--- src/rtl/stream_conv2d.sv ---
// Streaming K x K multi-channel 2-D convolution engine.
// Raster-order, channel-interleaved pixels are written into a K-row line
// buffer. Each completed window runs a serial MAC over K*K*CH taps; the
// requantised result (shift, ReLU, saturate) is then held on a valid/ready
// output until it is taken.
module stream_conv2d #(
  parameter int DATA_W    = 8,
  parameter int WGT_W     = 8,
  parameter int ACC_W     = 24,
  parameter int K         = 2,
  parameter int CH        = 3,
  parameter int IMG_W     = 4,
  parameter int IMG_H     = 4,
  parameter int STRIDE    = 2,
  parameter int OUT_SHIFT = 0
) (
  input  logic                      clk,
  input  logic                      rst,
  input  logic                      in_valid,
  output logic                      in_ready,
  input  logic [DATA_W-1:0]         in_data,
  input  logic [K*K*CH*WGT_W-1:0]   weights,
  output logic                      out_valid,
  input  logic                      out_ready,
  output logic [DATA_W-1:0]         out_data,
  output logic                      out_last,
  output logic                      busy
);

  localparam int N      = K * K * CH;
  localparam int DEPTH  = K * IMG_W * CH;
  localparam int OUT_W  = (IMG_W - K) / STRIDE + 1;
  localparam int OUT_H  = (IMG_H - K) / STRIDE + 1;
  localparam int CH_W   = (CH > 1) ? $clog2(CH) : 1;
  localparam int COL_W  = (IMG_W > 1) ? $clog2(IMG_W) : 1;
  localparam int ROW_W  = (IMG_H > 1) ? $clog2(IMG_H) : 1;
  localparam int K_W    = (K > 1) ? $clog2(K) : 1;
  localparam int IDX_W  = (N > 1) ? $clog2(N) : 1;
  localparam int ADDR_W = (DEPTH > 1) ? $clog2(DEPTH) : 1;
  localparam int PROD_W = WGT_W + DATA_W + 1;
  localparam logic [ACC_W-1:0] SAT_MAX = ACC_W'({DATA_W{1'b1}});

  typedef enum logic [1:0] {
    ST_STREAM = 2'd0,
    ST_MAC    = 2'd1,
    ST_HOLD   = 2'd2
  } state_t;

  state_t state_r, state_s;

  // input-side position counters and write row slot (row_cnt mod K)
  logic [CH_W-1:0]   ch_cnt_r;
  logic [COL_W-1:0]  col_cnt_r;
  logic [ROW_W-1:0]  row_cnt_r;
  logic [K_W-1:0]    wr_slot_r;

  // window / MAC context
  logic [K_W-1:0]    rd_slot_r;
  logic [COL_W-1:0]  win_col_r;
  logic              win_last_r;
  logic [K_W-1:0]    kx_r;
  logic [CH_W-1:0]   c_r;
  logic [IDX_W-1:0]  idx_r;
  logic [ACC_W-1:0]  acc_r;

  // registered outputs
  logic              in_ready_r;
  logic              out_valid_r;
  logic [DATA_W-1:0] out_data_r;
  logic              out_last_r;
  logic              busy_r;

  logic [DATA_W-1:0] line_buf [DEPTH];

  logic                     accept_s;
  logic                     row_ok_s;
  logic                     col_ok_s;
  logic                     trigger_s;
  logic [K_W-1:0]           top_slot_s;
  logic [ADDR_W-1:0]        wr_addr_s;
  logic [ADDR_W-1:0]        rd_addr_s;
  logic signed [WGT_W-1:0]  wgt_s;
  logic [DATA_W-1:0]        pix_s;
  logic signed [PROD_W-1:0] prod_s;
  logic [ACC_W-1:0]         prod_ext_s;

  // Arithmetic shift, then clamp to the unsigned output range.
  function automatic logic [DATA_W-1:0] requant(input logic [ACC_W-1:0] acc);
    logic signed [ACC_W-1:0] y;
    logic [DATA_W-1:0]       r;
    y = $signed(acc) >>> OUT_SHIFT;
    if (y[ACC_W-1]) begin
      r = {DATA_W{1'b0}};
    end else if ($unsigned(y) > SAT_MAX) begin
      r = {DATA_W{1'b1}};
    end else begin
      r = y[DATA_W-1:0];
    end
    return r;
  endfunction

  assign accept_s   = in_valid && in_ready_r;
  assign row_ok_s   = (row_cnt_r >= ROW_W'(K - 1)) &&
                      (((int'(row_cnt_r) - (K - 1)) % STRIDE) == 32'sd0);
  assign col_ok_s   = (col_cnt_r >= COL_W'(K - 1)) &&
                      (((int'(col_cnt_r) - (K - 1)) % STRIDE) == 32'sd0);
  assign trigger_s  = (ch_cnt_r == CH_W'(CH - 1)) && row_ok_s && col_ok_s;
  // (row - K + 1) mod K equals (row + 1) mod K
  assign top_slot_s = (wr_slot_r == K_W'(K - 1)) ? K_W'(0) : wr_slot_r + K_W'(1);

  assign wr_addr_s  = ADDR_W'((int'(wr_slot_r) * IMG_W + int'(col_cnt_r)) * CH + int'(ch_cnt_r));
  assign rd_addr_s  = ADDR_W'((int'(rd_slot_r) * IMG_W + int'(win_col_r) + int'(kx_r)) * CH + int'(c_r));

  // Taps are walked in (ky, kx, c) order, which matches the flattened weight order.
  assign wgt_s      = weights[int'(idx_r) * WGT_W +: WGT_W];
  assign pix_s      = line_buf[rd_addr_s];
  assign prod_s     = wgt_s * $signed({1'b0, pix_s});
  assign prod_ext_s = {{(ACC_W - PROD_W){prod_s[PROD_W-1]}}, prod_s};

  assign in_ready   = in_ready_r;
  assign out_valid  = out_valid_r;
  assign out_data   = out_data_r;
  assign out_last   = out_last_r;
  assign busy       = busy_r;

  // FSM state register
  always_ff @(posedge clk or negedge rst) begin
    if (!rst) begin
      state_r <= ST_STREAM;
    end else begin
      state_r <= state_s;
    end
  end

  // FSM next-state logic
  always_comb begin
    state_s = state_r;
    case (state_r)
      ST_STREAM: begin
        if (accept_s && trigger_s) begin
          state_s = ST_MAC;
        end else begin
          state_s = ST_STREAM;
        end
      end
      ST_MAC: begin
        if (idx_r == IDX_W'(N - 1)) begin
          state_s = ST_HOLD;
        end else begin
          state_s = ST_MAC;
        end
      end
      ST_HOLD: begin
        if (out_valid_r && out_ready) begin
          state_s = ST_STREAM;
        end else begin
          state_s = ST_HOLD;
        end
      end
      default: begin
        state_s = ST_STREAM;
      end
    endcase
  end

  // Raster position counters; advance only on accepted samples
  always_ff @(posedge clk or negedge rst) begin
    if (!rst) begin
      ch_cnt_r  <= '0;
      col_cnt_r <= '0;
      row_cnt_r <= '0;
      wr_slot_r <= '0;
    end else if (accept_s) begin
      if (ch_cnt_r == CH_W'(CH - 1)) begin
        ch_cnt_r <= '0;
        if (col_cnt_r == COL_W'(IMG_W - 1)) begin
          col_cnt_r <= '0;
          if (row_cnt_r == ROW_W'(IMG_H - 1)) begin
            row_cnt_r <= '0;
            wr_slot_r <= '0;
          end else begin
            row_cnt_r <= row_cnt_r + ROW_W'(1);
            wr_slot_r <= (wr_slot_r == K_W'(K - 1)) ? K_W'(0) : wr_slot_r + K_W'(1);
          end
        end else begin
          col_cnt_r <= col_cnt_r + COL_W'(1);
        end
      end else begin
        ch_cnt_r <= ch_cnt_r + CH_W'(1);
      end
    end
  end

  // Line buffer write; contents need no reset
  always_ff @(posedge clk) begin
    if (accept_s) begin
      line_buf[wr_addr_s] <= in_data;
    end
  end

  // Window latch and serial multiply-accumulate
  always_ff @(posedge clk or negedge rst) begin
    if (!rst) begin
      acc_r      <= '0;
      idx_r      <= '0;
      kx_r       <= '0;
      c_r        <= '0;
      rd_slot_r  <= '0;
      win_col_r  <= '0;
      win_last_r <= 1'b0;
    end else begin
      case (state_r)
        ST_STREAM: begin
          if (accept_s && trigger_s) begin
            acc_r      <= '0;
            idx_r      <= '0;
            kx_r       <= '0;
            c_r        <= '0;
            rd_slot_r  <= top_slot_s;
            win_col_r  <= col_cnt_r - COL_W'(K - 1);
            win_last_r <= (row_cnt_r == ROW_W'((OUT_H - 1) * STRIDE + K - 1)) &&
                          (col_cnt_r == COL_W'((OUT_W - 1) * STRIDE + K - 1));
          end
        end
        ST_MAC: begin
          acc_r <= acc_r + prod_ext_s;
          idx_r <= idx_r + IDX_W'(1);
          if (c_r == CH_W'(CH - 1)) begin
            c_r <= '0;
            if (kx_r == K_W'(K - 1)) begin
              kx_r      <= '0;
              rd_slot_r <= (rd_slot_r == K_W'(K - 1)) ? K_W'(0) : rd_slot_r + K_W'(1);
            end else begin
              kx_r <= kx_r + K_W'(1);
            end
          end else begin
            c_r <= c_r + CH_W'(1);
          end
        end
        ST_HOLD: begin
          acc_r <= acc_r;
        end
        default: begin
          acc_r <= acc_r;
        end
      endcase
    end
  end

  // Output registers: result loaded on the first HOLD cycle, held until taken
  always_ff @(posedge clk or negedge rst) begin
    if (!rst) begin
      out_valid_r <= 1'b0;
      out_data_r  <= '0;
      out_last_r  <= 1'b0;
      in_ready_r  <= 1'b0;
      busy_r      <= 1'b0;
    end else begin
      in_ready_r <= (state_s == ST_STREAM);
      busy_r     <= (state_s != ST_STREAM);
      if (state_r == ST_HOLD) begin
        if (!out_valid_r) begin
          out_valid_r <= 1'b1;
          out_data_r  <= requant(acc_r);
          out_last_r  <= win_last_r;
        end else if (out_ready) begin
          out_valid_r <= 1'b0;
        end else begin
          out_valid_r <= 1'b1;
        end
      end else begin
        out_valid_r <= 1'b0;
      end
    end
  end

endmodule
--- config.mk ---
export PLATFORM = sky130hd
export DESIGN_NAME = stream_conv2d
export DESIGN_NICKNAME = d
export VERILOG_FILES = /design/src/rtl/stream_conv2d.sv
export SDC_FILE = /design/constraint.sdc
export NUM_CORES = 1
export LEC_CHECK = 0
export ABC_AREA = 1
export BUFFER_PORTS_ARGS = -buffer_cell sky130_fd_sc_hd__buf_2
export CAP_MARGIN = 5
export CORE_ASPECT_RATIO = 1.4
export CORE_MARGIN = 2
export CORE_UTILIZATION = 45
export CTS_BUF_LIST = sky130_fd_sc_hd__clkbuf_8
export DETAILED_ROUTE_END_ITERATION = 7
export PLACE_DENSITY_LB_ADDON = 0.1
export SETUP_SLACK_MARGIN = 0.2
export SYNTH_ARGS = -nofsm -noshare
export SYNTH_HDL_FRONTEND = slang
export SYNTH_SLANG_ARGS = --single-unit
--- constraint.sdc ---
create_clock -name clk -period 10.55 [get_ports clk]
set_input_delay 0 -clock clk [delete_from_list [all_inputs] [get_ports clk]]
set_output_delay 0 -clock clk [all_outputs]
set_load 0.1 [all_outputs]
==> results.txt, run 1 <==
- Routed Wire Length: ~40000 um
- The cell that appears most often on the critical path is sky130_fd_sc_hd__nand2_1.
- Entering global routing, the biggest net connects 97 pins.
* Primary FF master, synth: sky130_fd_sc_hd__edfxtp_1
- Biggest area consumer among synthesized cells: sky130_fd_sc_hd__edfxtp_1
- The top cell type by area accounts for approximately two fifths of the synthesized area.
- Worst Setup Start Kind: register
- Number of post-CTS setup repair buffers: 0
- Top Ports: between 100 and 150
- Setup violations remaining at the end of the flow were counted as 0.
* Detailed Place HPWL: 29400 um
- Critical-path maximum fanout: 11
- Clk Tree Root Cell: sky130_fd_sc_hd__clkbuf_8
- Averaged over all synthesized cells, the footprint is ~9 um^2.
- Synth async-reset ratio: a little under a quarter
- Largest stage delay on the critical path: between 0.8 and 0.9 ns
- Ranked by total cell area, the synthesized netlist is headed by sky130_fd_sc_hd__edfxtp_1 39%, sky130_fd_sc_hd__nand2_1 9.7%, sky130_fd_sc_hd__dfrtp_1 9.4%.
- Number of design rule violations left after detail routing: 0
- Clock H-tree levels: 2
- Commonest cells in the synthesized netlist: 383 x sky130_fd_sc_hd__nand2_1, 192 x sky130_fd_sc_hd__edfxtp_1, 170 x sky130_fd_sc_hd__nor2_1
* CP arrival: between 9 and 10 ns
* Clock tree from TritonCTS: built
- Drt via density: between 5 and 6
- Antenna violations before repair: 0
* Clock sink total: between 200 and 250
- For met3 alone, demand over resource in global routing was between 3 and 4%.
* Routability congestion estimate: 0.936
* Die Outline Area: approximately 35000 um^2
- Clock transition at the register clock pins on the worst setup and hold paths after CTS: around 0.06 ns
- The first global-routing pass estimated approximately 64000 um of wire.
* Via count of the first global-routing pass: around 12000
- The detail route stage leaves a number of antenna-violating nets equal to 0.
- The final critical path takes up 85.0% of the cycle.
* Post-Synthesis Cells: about 1600
* Final number of max-transition violations: 0
* Combined global-route utilization of all metal layers: between 20% and 30%
- From left edge to right edge, the die measures roughly 160 um.
- Number of DRC violations after detailed-routing iteration 0: around 590
- Post-synthesis net count: 1849
* Share of post-route cells with drive strength above 1: 12.1%
- During synthesis, Yosys emitted a total of 0 warnings.
* Master of the slowest instance on the critical path: sky130_fd_sc_hd__xnor2_1
* Synth Register Bits: 248
- The floorplan step set the die height to between 200 and 250 um.
- Timing would allow up to 0.112 GHz.
* IO buf count: between 100 and 150
- At the worst endpoint, the required time is 10.98 ns.
- For this configuration, the core starts out at a cell density of between 40% and 50%.
- The hold violation count in the final report is 0.
* Max Clock Skew: 0.0229 ns
- Count of vias placed by the detailed router: between 10000 and 15000
- The area growth from synthesis to layout is 11.9%.
- The final layout contains slightly below 2000 nets.
- The total area inside the core boundary comes to around 32000 um^2.
- Post-CTS Hold Fix Bufs: 11
* Number of synthesized flops with an enable pin: between 150 and 200
- TritonCTS buffer count: 41
- The critical path is of the reg2reg type.
- Setup repair after global routing left no endpoint under its margin.
- Final critical path time including I/O delays and setup: roughly 9.0 ns
- CP Capture Type: register
* Worst hold path type: in2async
* Global-route track usage on met1: 26.6%
* Maximum number of buffers from clock root to sink: 3
* Outcome: completed
* Count of instances resized after the clock tree is built: 0
- Skew-Pair Late Insertion Delay: 0.56 ns
- Layer with the highest usage after global routing: met2
- Sequential area share after synthesis: about 48%
- Setup total negative slack on the finished layout was measured at 0 ns.
- The initialized floorplan defines just under 80 standard-cell rows.
* Cell with the most instances after synthesis: sky130_fd_sc_hd__nand2_1
- For the pin with the worst max-slew slack, the measured transition is around 1.1 ns.
- Synthesis instantiated 50 different standard cells from the library.
- Number of iterations in the first detailed-routing pass: 7
* Routed wire length per instance: roughly 19 um
- Remaining Overflow, GRT: 0
* # Max-Cap Violations: 0
- For met2 alone, demand over resource in global routing was 45.2%.
- After synthesis the cells add up to 14900 um^2.
- The number of antenna diodes in the final layout is 0.
* Worst relative slew slack: ~29%
## layer usage
layer	wire, um	vias to the layer above	share of wire [%]
met3	1790	108	4.4
met1	15200	5676	37
met2	22100	328	54
li1	-	5766	-
met4	2030	0	4.9
met5	0	-	0
## area by class of cell
class,count,area [um^2]
Clock buffer,47,647
Clock inverter,21,144
Fill cell,3123,15800
Inverter,154,583
Multi-Input combinational cell,1155,6810
Sequential cell,248,7170
Tap cell,440,551
Timing Repair Buffer,137,758
## critical path, delay by kind of cell, from the launching register on
family	cells	cell delay, ns
flip-flops	1	0.40
AO/OA/AOI/OAI	2	0.32
buffers and inverters	7	0.77
XOR/XNOR	3	1.26
AND/OR/NAND/NOR	17	2.14
adder cells (fa/ha/maj)	10	3.93
## per-stage QoR
| stage | hold slack (ns) | area [um^2] | worst slack (ns) | util [%] | cells |
|---|---|---|---|---|---|
| 6_report | 0.152 | 16700 | 1.58 | 51.3 | 2202 |
| 5_1_grt | 0.232 | 16700 | 1.07 | 51.3 | 2202 |
| 4_1_cts | 0.147 | 16700 | 1.63 | 51.3 | 2202 |
| 3_5_place_dp | 0.213 | 15800 | 1.68 | 48.5 | 2123 |
| 3_3_place_gp | 0.215 | 15800 | 1.85 | 48.5 | 2123 |
| 2_1_floorplan | -0.296 | 14900 | 3.27 | - | 1616 |
## cell families after synthesis
family,Yosys count,synth area share [%]
and+or+nand+nor,693,19.0
adders and majority gates,125,12.6
muxes,2,0.134
buffers and inverters,213,6.19
AOI/OAI and AO/OA,312,12.4
DFF,248,48.1
xor gates and xnor gates,23,1.48
## placed cells by master, fill, tap and decap left out, drive strengths merged, types with 13 or more instances in the layout
cell and instances:
edfxtp 192, dfrtp 56, clkbuf 47, inv 163
xnor2 13, ha 84, o22ai 13, fa 41
nor2 170, buf 126, nand2 389, o21ai 115
o211ai 13, o221ai 16, a21oi 111, nand3 107
## final timing paths
path                                                from  slack, ns               endpoint  cells after the start
worst min register to register      out_last$_DFFE_PN0P_       0.48   out_last$_DFFE_PN0P_                      2
worst min-delay path                                 rst       0.15  acc_r[20]$_DFFE_PN0P_                      3
worst max register to register  win_col_r[0]$_DFFE_PN0P_       1.58  acc_r[21]$_DFFE_PN0P_                     39
max in group asynchronous                            rst       9.87   idx_r[0]$_DFFE_PN0P_                      3
min in group clk                               out_ready       0.25    out_valid$_DFF_PN0_                      3
worst max-delay path            win_col_r[0]$_DFFE_PN0P_       1.58  acc_r[21]$_DFFE_PN0P_                     39
## sequential cells by signal, summed over array words and instances, names as in the netlist, 2 cells and up
| signal | count |
|---|---|
| ch_cnt_r | 2 |
| idx_r | 4 |
| win_col_r | 2 |
| row_cnt_r | 2 |
| line_buf | 192 |
| out_data | 8 |
| c_r | 2 |
| state_r | 2 |
| acc_r | 24 |
| col_cnt_r | 2 |
Power of run 1 is left out: the tool's default activity adds up to more than one toggle a clock period on the data nets, which glitch-free logic cannot reach.
==> run 2, diff against run 1 <==
==> constraint.sdc (replaced) <==
create_clock -name clk -period 8.6 [get_ports clk]
set_input_delay 0 -clock clk [delete_from_list [all_inputs] [get_ports clk]]
set_output_delay 0 -clock clk [all_outputs]
set_load 0.1 [all_outputs]
==> results.txt, run 2 (same netlist as run 1, synthesis figures left out) <==
- The max-capacitance violation count came to 0 (unchanged).
- The ratio of routed vias to standard cells is 5.38 (-0.20%).
- Highest clock rate: 0.126 GHz (+13%)
- Routed wire length per instance: 19.0 um (+1.7%)
* Maximum number of pins on one net before global-route repair: 77 (-21%)
- The number of standard cells in the layout, taps in and fillers out came to 2237 (+1.6%).
- Tracing the worst setup path back leads to its startpoint at kx_r$_DFFE_PN0P_.
* Final number of max-transition violations: 0 (unchanged)
- Nets: 2000 (+1.5%)
- The post-route worst hold slack came to 0.113 ns (-0.0392 ns).
- Maximum number of buffers from clock root to sink: 3 (unchanged)
- Flip-flop count of the largest register, all copies and words added: 192 (unchanged)
- The critical path is of the reg2reg type.
- Depth of the most critical reg-to-reg path: 36 (-7.7%)
* Die Outline Area: 34600 um^2 (unchanged)
* Skew-Pair Late Insertion Delay: 0.56 ns (about the same)
- Placeable core region: 32500 um^2 (unchanged)
* Antenna violations before repair: 0 (unchanged)
* Final total negative setup slack: 0 ns (unchanged)
- Via count of the first global-routing pass: 12200 (+2.1%)
- In this run the worst hold path is classified as in2async.
* TritonCTS buffer count: 42 (+2.4%)
- Routability congestion estimate: 0.928 (-0.89%)
- Setup repair after global routing left no endpoint under its margin.
- Area growth syn-to-layout: 15.5%
- The starting DRC count in detailed routing is 596 (+0.34%).
* End point of the critical path: acc_r[18]$_DFFE_PN0P_
* Master of the slowest instance on the critical path: sky130_fd_sc_hd__fa_2
- The required arrival time at the worst endpoint was 9.05 ns (-1.93 ns).
* Number of design rule violations left after detail routing: 0 (unchanged)
* IO buf count: 119 (unchanged)
* Combined global-route utilization of all metal layers: 24.8% (+0.56 points)
- Clock transition at the register clock pins on the worst setup and hold paths after CTS: 0.06 ns (about the same)
- The setup slack of the worst register-to-register path is 0.66 ns (-0.93 ns).
- Final critical path time including I/O delays and setup: 7.94 ns (-1.02 ns)
* Core Util, Final: 52.9% (+1.7 points)
* Final antenna diode count: 0 (unchanged)
* Remaining number of nets flagged by the antenna check after routing: 0 (unchanged)
* Fill cell total of the finished layout: 3132 (+0.29%)
- The total number of vias came to 12000 (+1.4%).
- The area occupied by registers is 7170 um^2 (unchanged).
* Outcome: completed
- Starting utilization of the core area: 45.8% (unchanged)
- The relative max-transition margin is 36.0% (+7.0 points).
* Period utilisation layout: 92.4% (+7.4 points)
- The tree is rooted in a sky130_fd_sc_hd__clkbuf_8.
* Critical-path maximum fanout: 15 (+4)
* Clock sink total: 248 (unchanged)
- The die width is 158 um (unchanged).
- Remaining Overflow, GRT: 0 (unchanged)
- Slew @ Worst Pin: 0.957 ns (-0.109 ns)
* Top reg by flops: line_buf
* Die Span Y: 219 um (unchanged)
- Detailed Place HPWL: 30200 um (+2.7%)
- Launch instance of the worst register-to-register path: kx_r$_DFFE_PN0P_
- The length of the first detailed-routing pass in iterations was 7 (unchanged).
- Clock tree from TritonCTS: built
- The hold violation count in the final report came to 0 (unchanged).
- Rows: 78 (unchanged)
- The placed cell count is 2133 (+0.47%).
- Wire length of the first global-routing pass: 65700 um (+2.9%)
- Most frequent standard cell in the layout excluding fill and tap cells: sky130_fd_sc_hd__nand2_1
- The proportion of layout cells with a drive suffix above 1 is 15.1% (+3.0 points).
* CP Capture Type: register
* Footprint of the multi-input gates: 6960 um^2 (+2.1%)
- Largest stage delay on the critical path: 0.55 ns (-0.26 ns)
* Setup violators final: 0 (unchanged)
- The number of I/O pins is 120 (unchanged).
- Max Clock Skew: 0.0141 ns (-0.00888 ns)
- The arrival time reported for the critical path endpoint is 8.39 ns (-1.01 ns).
- The endpoint identified for the worst register-to-register timing path is acc_r[18]$_DFFE_PN0P_.
- The top cell types in the final layout, fill and taps aside, are 379 x sky130_fd_sc_hd__nand2_1, 192 x sky130_fd_sc_hd__edfxtp_1, 168 x sky130_fd_sc_hd__nor2_1.
* Routed Wire Length: 42400 um (+3.3%)
- Worst Setup Start Kind: register
- Clock H-tree levels: 2 (unchanged)
==> run 2: changes by cell type in the layout (fill, tap and decap cells not counted), moves of 3 or more <==
cell / before / now
sky130_fd_sc_hd__o211ai_2: 9 / 6
sky130_fd_sc_hd__ha_1: 83 / 78
sky130_fd_sc_hd__o211ai_4: 0 / 3
sky130_fd_sc_hd__a211oi_1: 4 / 1
sky130_fd_sc_hd__nand2_1: 383 / 379
sky130_fd_sc_hd__ha_2: 0 / 3
sky130_fd_sc_hd__a21oi_1: 111 / 108
sky130_fd_sc_hd__buf_12: 0 / 6
sky130_fd_sc_hd__buf_4: 7 / 27
sky130_fd_sc_hd__nand2_2: 5 / 9
==> run 2: worst min path at each step <==
stage               from                    end  slack, ns  depth (start not counted)
finish               rst  acc_r[22]$_DFFE_PN0P_       0.11                          3
global route         rst  acc_r[22]$_DFFE_PN0P_       0.17                          3
CTS                  rst  acc_r[11]$_DFFE_PN0P_       0.13                          3
detailed placement   rst  acc_r[16]$_DFFE_PN0P_       0.21                          2
global placement     rst  acc_r[20]$_DFFE_PN0P_       0.21                          2
floorplan            rst   acc_r[0]$_DFFE_PN0P_      -0.30                          0
==> run 2: layout make-up <==
class	count	area share, %
repair inverters	2	0.0727
repair buffers	164	6.12
clock buffers	49	3.92
inverters	154	3.45
multi-input cells	1155	40.5
flip-flops and latches	248	41.7
clock inverters	25	1.11
well taps	440	3.20
==> run 2: metrics by stage <==
stage | area [um^2] | worst slack, ns
after floorplan | 14900 | 1.32
after global placement | 15900 | 0.351
after detailed placement | 15900 | 0.279
after CTS | 16800 | 0.254
after global routing | 17200 | 0.183
final | 17200 | 0.658
==> run 2: metal layers <==
| layer | GRT usage (%) | wire [um] | part of all wire (%) |
|---|---|---|---|
| met5 | 0 | 0 | 0 |
| met4 | 11.5 | 1970 | 4.7 |
| met3 | 3.30 | 1510 | 3.6 |
| met2 | 46.1 | 22900 | 54 |
| met1 | 27.6 | 16000 | 38 |
==> run 2: worst max-delay path: cells and delay by family (launching register included) <==
| family | cells | cell delay [ns] |
|---|---|---|
| XOR/XNOR | 2 | 0.32 |
| AO/OA/AOI/OAI | 5 | 1.00 |
| adder cells (fa/ha/maj) | 10 | 3.90 |
| buffers and inverters | 8 | 0.86 |
| AND/OR/NAND/NOR | 11 | 1.30 |
| flip-flops | 1 | 0.40 |
==> run 2: repair_timing <==
item	4_1_cts	5_1_grt
hold endpoints to repair	254	0
gates resized for setup	0	41
hold buffers	11	0
endpoints found under the setup margin	0	14
buffers inserted	0	16
Power of run 2 is left out for the same reason.
